===== config.mk =====
export PLATFORM = sky130hd
export DESIGN_NAME = bitpattern_gen
export DESIGN_NICKNAME = d
export VERILOG_FILES = /design/src/rtl/bitpattern_gen.sv
export SDC_FILE = /design/constraint.sdc
export NUM_CORES = 1
export LEC_CHECK = 0
export ABC_AREA = 1
export CAP_MARGIN = 30
export CORE_MARGIN = 5
export CORE_UTILIZATION = 45
export CTS_CLUSTER_SIZE = 12
export DETAILED_ROUTE_END_ITERATION = 10
export PLACE_DENSITY = 0.7
export SETUP_SLACK_MARGIN = 0.3
export SYNTH_ARGS = -nofsm -noshare
export SYNTH_HDL_FRONTEND = slang
export SYNTH_SLANG_ARGS = --single-unit

===== constraint.sdc =====
create_clock -name clock -period 1.7 [get_ports clock]
set_input_delay 0.255 -clock clock [delete_from_list [all_inputs] [get_ports clock]]
set_output_delay 0.255 -clock clock [all_outputs]
set_load 0.05 [all_outputs]

===== src/rtl/bitpattern_gen.sv =====
// Serial frame generator: 1-0-1 header, DATA_W payload bits MSB first, optional even
// parity (compiled in when BITPATTERN_PARITY_EN is defined), then one guard 0.
module bitpattern_gen #(
  parameter int unsigned DATA_W = 8
) (
  input  logic              clock,
  input  logic              nreset,
  input  logic              load_valid,
  input  logic [DATA_W-1:0] load_data,
  output logic              load_ready,
  output logic              outp,
  output logic              busy,
  output logic              done
);

  localparam int unsigned CntW = (DATA_W > 1) ? $clog2(DATA_W) : 1;
  localparam logic [CntW-1:0] CntLast = CntW'(DATA_W - 1);

  typedef enum logic [2:0] {
    StIdle  = 3'd0,
    StHdr1  = 3'd1,
    StHdr0  = 3'd2,
    StHdr2  = 3'd3,
    StData  = 3'd4,
    StPar   = 3'd5,
    StGuard = 3'd6
  } state_e;

  state_e            state_q;
  logic [DATA_W-1:0] shreg_q;
  logic [CntW-1:0]   cnt_q;
`ifdef BITPATTERN_PARITY_EN
  logic              parity_q;
`endif

  // outp/done are loaded with the value belonging to the state being entered,
  // so they are registered yet line up exactly with the state.
  always_ff @(posedge clock or negedge nreset) begin
    if (!nreset) begin
      state_q  <= StIdle;
      shreg_q  <= '0;
      cnt_q    <= '0;
      outp     <= 1'b0;
      done     <= 1'b0;
`ifdef BITPATTERN_PARITY_EN
      parity_q <= 1'b0;
`endif
    end else begin
      done <= 1'b0;
      case (state_q)
        StIdle: begin
          if (load_valid) begin
            state_q  <= StHdr1;
            outp     <= 1'b1;
            shreg_q  <= load_data;
`ifdef BITPATTERN_PARITY_EN
            parity_q <= ^load_data;
`endif
          end else begin
            outp <= 1'b0;
          end
        end
        StHdr1: begin
          state_q <= StHdr0;
          outp    <= 1'b0;
        end
        StHdr0: begin
          state_q <= StHdr2;
          outp    <= 1'b1;
        end
        StHdr2: begin
          state_q <= StData;
          outp    <= shreg_q[DATA_W-1];
          shreg_q <= shreg_q << 1;
          cnt_q   <= CntLast;
        end
        StData: begin
          if (cnt_q != '0) begin
            outp    <= shreg_q[DATA_W-1];
            shreg_q <= shreg_q << 1;
            cnt_q   <= cnt_q - 1'b1;
          end else begin
`ifdef BITPATTERN_PARITY_EN
            state_q <= StPar;
            outp    <= parity_q;
`else
            state_q <= StGuard;
            outp    <= 1'b0;
            done    <= 1'b1;
`endif
          end
        end
`ifdef BITPATTERN_PARITY_EN
        StPar: begin
          state_q <= StGuard;
          outp    <= 1'b0;
          done    <= 1'b1;
        end
`endif
        StGuard: begin
          state_q <= StIdle;
          outp    <= 1'b0;
        end
        default: begin
          state_q <= StIdle;
          outp    <= 1'b0;
        end
      endcase
    end
  end

  assign load_ready = (state_q == StIdle);
  assign busy       = (state_q != StIdle);

endmodule


==> results of run 1 <==
-- flip-flops by register name, summed over array words and instances, names as in the netlist --
signal and flops:
shreg_q 8, state_q 3, outp 1, cnt_q 3
done 1
-- per-layer routing --
layer  routed length (µm)  vias up
li1                     -      393
met1                  859      375
met2                 1120       31
met3                  106        5
met4                   45        0
met5                    0        -
-- per-stage QoR --
step	instance area (µm²)	power, mW	instances
2_1_floorplan	830	1.38	103
3_3_place_gp	1000	1.63	142
3_5_place_dp	1000	1.66	142
4_1_cts	1070	1.97	149
5_1_grt	1210	2.39	160
6_report	1210	2.22	160
-- critical path: cells and delay by family, from the launching register on --
| family | cells | cell delay, ps |
|---|---|---|
| DFF | 1 | 420 |
| and+or+nand+nor | 2 | 250 |
| buffers and inverters | 3 | 250 |
-- logic make-up after synthesis --
family                     count (synthesis)
buffers and inverters                     10
and+or+nand+nor                           71
AOI/OAI and AO/OA                          4
DFF                                       16
adders and majority gates                  2
-- layout by cell type, fill, tap and decap left out, drive strengths merged --
cell and instances:
nand3 15, nor2 8, o21ai 2, nand3b 1, a22oi 1, nand2 47, clkbuf 3, dfrtp 16
buf 19, ha 2, clkdlybuf4s50 10, a21oi 1, nor3 1, or2 1, inv 8
-- area by class of cell --
cell class | count | area share [%]
inverters | 8 | 2.48
multi-input cells | 79 | 38.2
well taps | 25 | 2.58
repair buffers | 29 | 21.7
flip-flops and latches | 16 | 33.2
clock buffers | 3 | 1.86
-- worst paths after layout --
check	start	endpoint	slack, ps	depth (start not counted)
worst min-delay path	nreset	cnt_q[1]	280	2
worst max register to register	cnt_q[1]	done	310	8
min in group clock	shreg_q[7]	shreg_q[7]	490	2
worst min register to register	shreg_q[7]	shreg_q[7]	490	2
worst max-delay path	state_q[1]	busy	240	5
max in group asynchronous	nreset	state_q[2]	1220	2
-- power by group --
group          total, mW  internal [mW]  switching [mW]
Clock              0.205         0.0826           0.122
Combinational       1.36          0.560           0.803
Sequential         0.655          0.541           0.113
-- repair_timing --
item / CTS / global route
gates cloned: 0 / 2
endpoints found under the hold margin: 0 / 0
pin swaps: 1 / 7
resized for setup: 5 / 15
setup endpoints to repair: 14 / 14
setup buffers: 4 / 9
hold buffers: 0 / 0
==> impl_metrics.ini, run 1 <==
[global_route]
grt_pass1_vias = 737
grt_pass1_wl_um = 3150
use_met3_pct = 2.56
grt_antenna_before_repair = 0
grtUsageTotal_pct = 15.5
overflow = 0
grt_max_degree = 17
met2_usage_pct = 27.1
top_usage_layer = met2
grtUsageMet1_pct = 18.7

[timing]
tightestPinTransition_ps = 318
drv_slew = 0
setup_ws_ps = 240
skew_ps = 2.47
finalSetupViolCount = 0
hold_viol = 0
rsz0062_at_grt = true
holdWs_ps = 278
slew_headroom_pct = 78.7
post-route-min-period_ps = 1460
period_share_pct = 85.9
max_freq_mhz = 685
setup-tns-final_ps = 0

[synth]
synth_top_area_share_pct = 48.7
ys_warn_count = 0
synth_area_leaders = dfrtp_1 49%, nand2_1 21%, nand3_1 7.9%, inv_1 3.2%, ha_1 3.0%
synth_area_um2 = 822
yosys-top-cells-count = 45 x nand2_1, 16 x dfrtp_1, 13 x nand3_1
synthFlopType = dfrtp_1
synth_mux_area_share_pct = 0
synth-simple-area-share_pct = 39.4
synth-xor-area-share_pct = 0
netlist_instances = 103
yosysMostFrequentCell = nand2_1
ys_seq_area_share_pct = 48.7
synth_fa_ha_area_share_pct = 3.04
synthArstFlopShare_pct = 100
ys_types = 19
synth.largest_area_cell = dfrtp_1
synth_area_per_cell_um2 = 7.98
synth_top_family_by_area = simple AND/OR/NAND/NOR gates
synth_edf_count = 0
synth_compound_area_share_pct = 3.35
ys_ff_latch = 16
syn_nets = 116

[floorplanning]
die-area_mm2 = 0.00278
io_pins = 15
start_util_pct = 47.6
fp.dieW_um = 52.7
die_y_um = 52.7
core_mm2 = 0.00173
rows = 15

[clock_tree]
cts.sinks = 16
insertion_delay_ps = 290
cts_max_level = 1
clock_path_buffers = 2
clk_pin_slew_ps = 90
cts_tree = built
cts_made_buffers = 3
cts_root_buffer = clkbuf_4

[run_status]
status = complete, no violations

[detailed_routing]
drt_iter0_drc = 22
drt_drc_violations_left = 0
avgRoutedWirePerCell_um = 13.3
routed_wl_um = 2130
viasPerCell = 5.03
first_pass_iters = 4
vias = 804
ant_nets = 0

[finish]
fillers = 140
nets = 150
multi_input_area_um2 = 463
area_growth_pct = 47.3
antennaDiodeCount = 0
drive_above_1_share_pct = 33.3
seq_area_um2 = 402
final_util_pct = 70.1

[pwr]
vdd_drop_max_uv = 991
powerDensity_mw_per_mm2 = 1830
cellLeakagePower_nw = 0.614

[worst_hold_path]
hold_class = input port to asynchronous set/reset pin

[placed_design]
gp_congestion = 0.831
io_buffers = 14
dp_hpwl_um = 1220
place_ws_ps = 165

[setup_path]
slowest_stage = dfrtp_1
cp_cell_sequence = nor2_4, inv_2, nor2_4, inv_2, buf_6
worst_path_largest_cell_delay_ps = 420
cp-end-kind = primary output
cp.arrival_ps = 1210
required_ps = 1440
crit_path_start_kind = flop
cp_max_fo = 2
path_class = flop to primary output

[flow_run]
cap_violations = 0
Note: power is estimated with default switching activity, not from simulation.
==> run 2, diff against run 1 <==
--- a/config.mk
+++ b/config.mk
@@ -11,6 +11,7 @@
 export CORE_UTILIZATION = 45
 export CTS_CLUSTER_SIZE = 12
 export DETAILED_ROUTE_END_ITERATION = 10
+export HOLD_SLACK_MARGIN = 0.06
 export PLACE_DENSITY = 0.7
 export SETUP_SLACK_MARGIN = 0.3
 export SYNTH_ARGS = -nofsm -noshare
==> results of run 2 <==
Final layout, timing and power as in run 1 (identical DEF).
==> run 3, diff against run 2 <==
--- a/config.mk
+++ b/config.mk
@@ -7,12 +7,14 @@
 export LEC_CHECK = 0
 export ABC_AREA = 1
 export CAP_MARGIN = 30
+export CELL_PAD_IN_SITES_DETAIL_PLACEMENT = 1
+export CELL_PAD_IN_SITES_GLOBAL_PLACEMENT = 2
 export CORE_MARGIN = 5
-export CORE_UTILIZATION = 45
+export CORE_UTILIZATION = 29
 export CTS_CLUSTER_SIZE = 12
 export DETAILED_ROUTE_END_ITERATION = 10
 export HOLD_SLACK_MARGIN = 0.06
-export PLACE_DENSITY = 0.7
+export PLACE_DENSITY_LB_ADDON = 0.1
 export SETUP_SLACK_MARGIN = 0.3
 export SYNTH_ARGS = -nofsm -noshare
 export SYNTH_HDL_FRONTEND = slang
==> run 3 against run 2 <==
Non-clock buffer count unchanged. Design area up 3.9%. Final cell count up 3.8%. Largest cell class unchanged. Die area up 44%. First-iteration DRC count down 36%. Sequential cell count unchanged.
==> impl_metrics.ini, run 3 (synthesis results as in run 1) <==
[timing]
rsz0062_at_grt = true
hold_viol = 0
slew_headroom_pct = 84.0
tightestPinTransition_ps = 241
finalSetupViolCount = 0
period_share_pct = 90.2
setup-tns-final_ps = 0
drv_slew = 0
max_freq_mhz = 652
skew_ps = 4.00
post-route-min-period_ps = 1530

[worst_hold_path]
hold_class = input port to asynchronous set/reset pin

[finish]
seq_area_um2 = 402
antennaDiodeCount = 0
fin_area_mm2 = 0.00126
largest_register = shreg_q
largest_register_ffs = 8
nets = 149
multi_input_area_um2 = 482
top_regs = shreg_q (8), cnt_q (3), state_q (3)
fillers = 328
area_growth_pct = 53.1
final_common_cell = nand2_1
drive_above_1_share_pct = 36.3
layout_common_cells = 41 x nand2_1, 15 x dfrtp_1, 14 x buf_4

[setup_path]
cp.arrival_ps = 1280
cp_max_fo = 2
path_class = flop to primary output
required_ps = 1440
cp-end-kind = primary output
crit_path_start_kind = flop

[global_route]
grtUsageTotal_pct = 11.8
grt_max_degree = 17
grt_pass1_wl_um = 3710
grt_antenna_before_repair = 0
overflow = 0
grt_pass1_vias = 811

[detailed_routing]
routed-wl-met2_um = 1230
ant_nets = 0
avgRoutedWirePerCell_um = 13.8
top_layer = met4
first_pass_iters = 4
routed_wl_um = 2300
routed-wl-met3_um = 112
drt-met1-wl_um = 936
viasPerCell = 4.70
drt_drc_violations_left = 0
vias = 781
drt_iter0_drc = 14

[floorplanning]
die-area_mm2 = 0.00400
die_y_um = 63.2
rows = 19
start_util_pct = 30.1
fp.dieW_um = 63.2
core_mm2 = 0.00273
io_pins = 15

[clock_tree]
clk_pin_slew_ps = 100
clock_path_buffers = 2
cts_made_buffers = 3
cts.sinks = 16
hold_buffers = 0
insertion_delay_ps = 300
cts_root_buffer = clkbuf_4
cts_tree = built
cts_max_level = 1

[pwr]
clkPwrFrac_pct = 11.2
vdd_drop_max_uv = 1190
p_sw_share_pct = 45.9
combPwrFrac_pct = 61.3
powerDensity_mw_per_mm2 = 1880
p_switching_mw = 1.09
p_seq_share_pct = 27.5
cellLeakagePower_nw = 0.623
internal_power_mw = 1.28

[placed_design]
gp_congestion = 0.722
dp_hpwl_um = 1450
io_buffers = 14
placed_area_mm2 = 0.00102

[flow_run]
cap_violations = 0

[run_status]
status = complete, no violations
-- run 3: final timing paths --
kind	start	endpoint	slack, ps	cells after the start
max in group asynchronous	nreset	state_q[2]	1220	2
worst min-delay path	nreset	outp	270	2
worst min register to register	shreg_q[3]	shreg_q[3]	490	2
worst max register to register	state_q[1]	shreg_q[6]	240	9
worst max-delay path	state_q[1]	busy	170	5
min in group clock	shreg_q[3]	shreg_q[3]	490	2
-- run 3: worst max-delay path: stages (launching register included) --
cell and delay (ps):
dfrtp_1 430, nor2_2 170, inv_2 70, nor2_4 120, inv_2 50, buf_6 140
-- run 3: power by group through the flow --
| stage | clock network (mW) | logic (mW) | registers (mW) |
|---|---|---|---|
| floorplan | 0 | 0.708 | 0.669 |
| global placement | 0 | 1.03 | 0.653 |
| detailed placement | 0 | 1.05 | 0.651 |
| CTS | 0.282 | 1.20 | 0.637 |
| global route | 0.303 | 1.61 | 0.665 |
| finish | 0.266 | 1.45 | 0.650 |
-- run 3: per-layer routing --
metal,track usage [%],up-vias
met2,21.0,18
met1,13.1,367
met4,3.90,0
met5,0,-
met3,3.55,4
li1,-,392
-- run 3: repair_timing --
action,CTS,global route
setup endpoints to repair,13,11
gates resized for setup,12,16
gates cloned,0,1
setup buffers,6,6
pin swaps,5,10
-- run 3: layout make-up --
cell class | count | area share (%)
Timing Repair Buffer | 29 | 21.5
Sequential cell | 16 | 31.9
Inverter | 8 | 2.39
Clock buffer | 4 | 2.88
Tap cell | 31 | 3.08
Multi-Input combinational cell | 78 | 38.3
-- run 3: stage by stage --
step           hold WS (ps)  std cells  total power [mW]  setup WS (ps)  utilization (%)
3_3_place_gp            469        149              1.68           85.2             37.3
3_5_place_dp            470        149              1.70           92.4             37.3
5_1_grt                 262        166              2.58           69.3             46.0
2_1_floorplan         -40.6        103              1.38            249                -
6_report                270        166              2.37            166             46.0
4_1_cts                 267        159              2.12            189             41.7
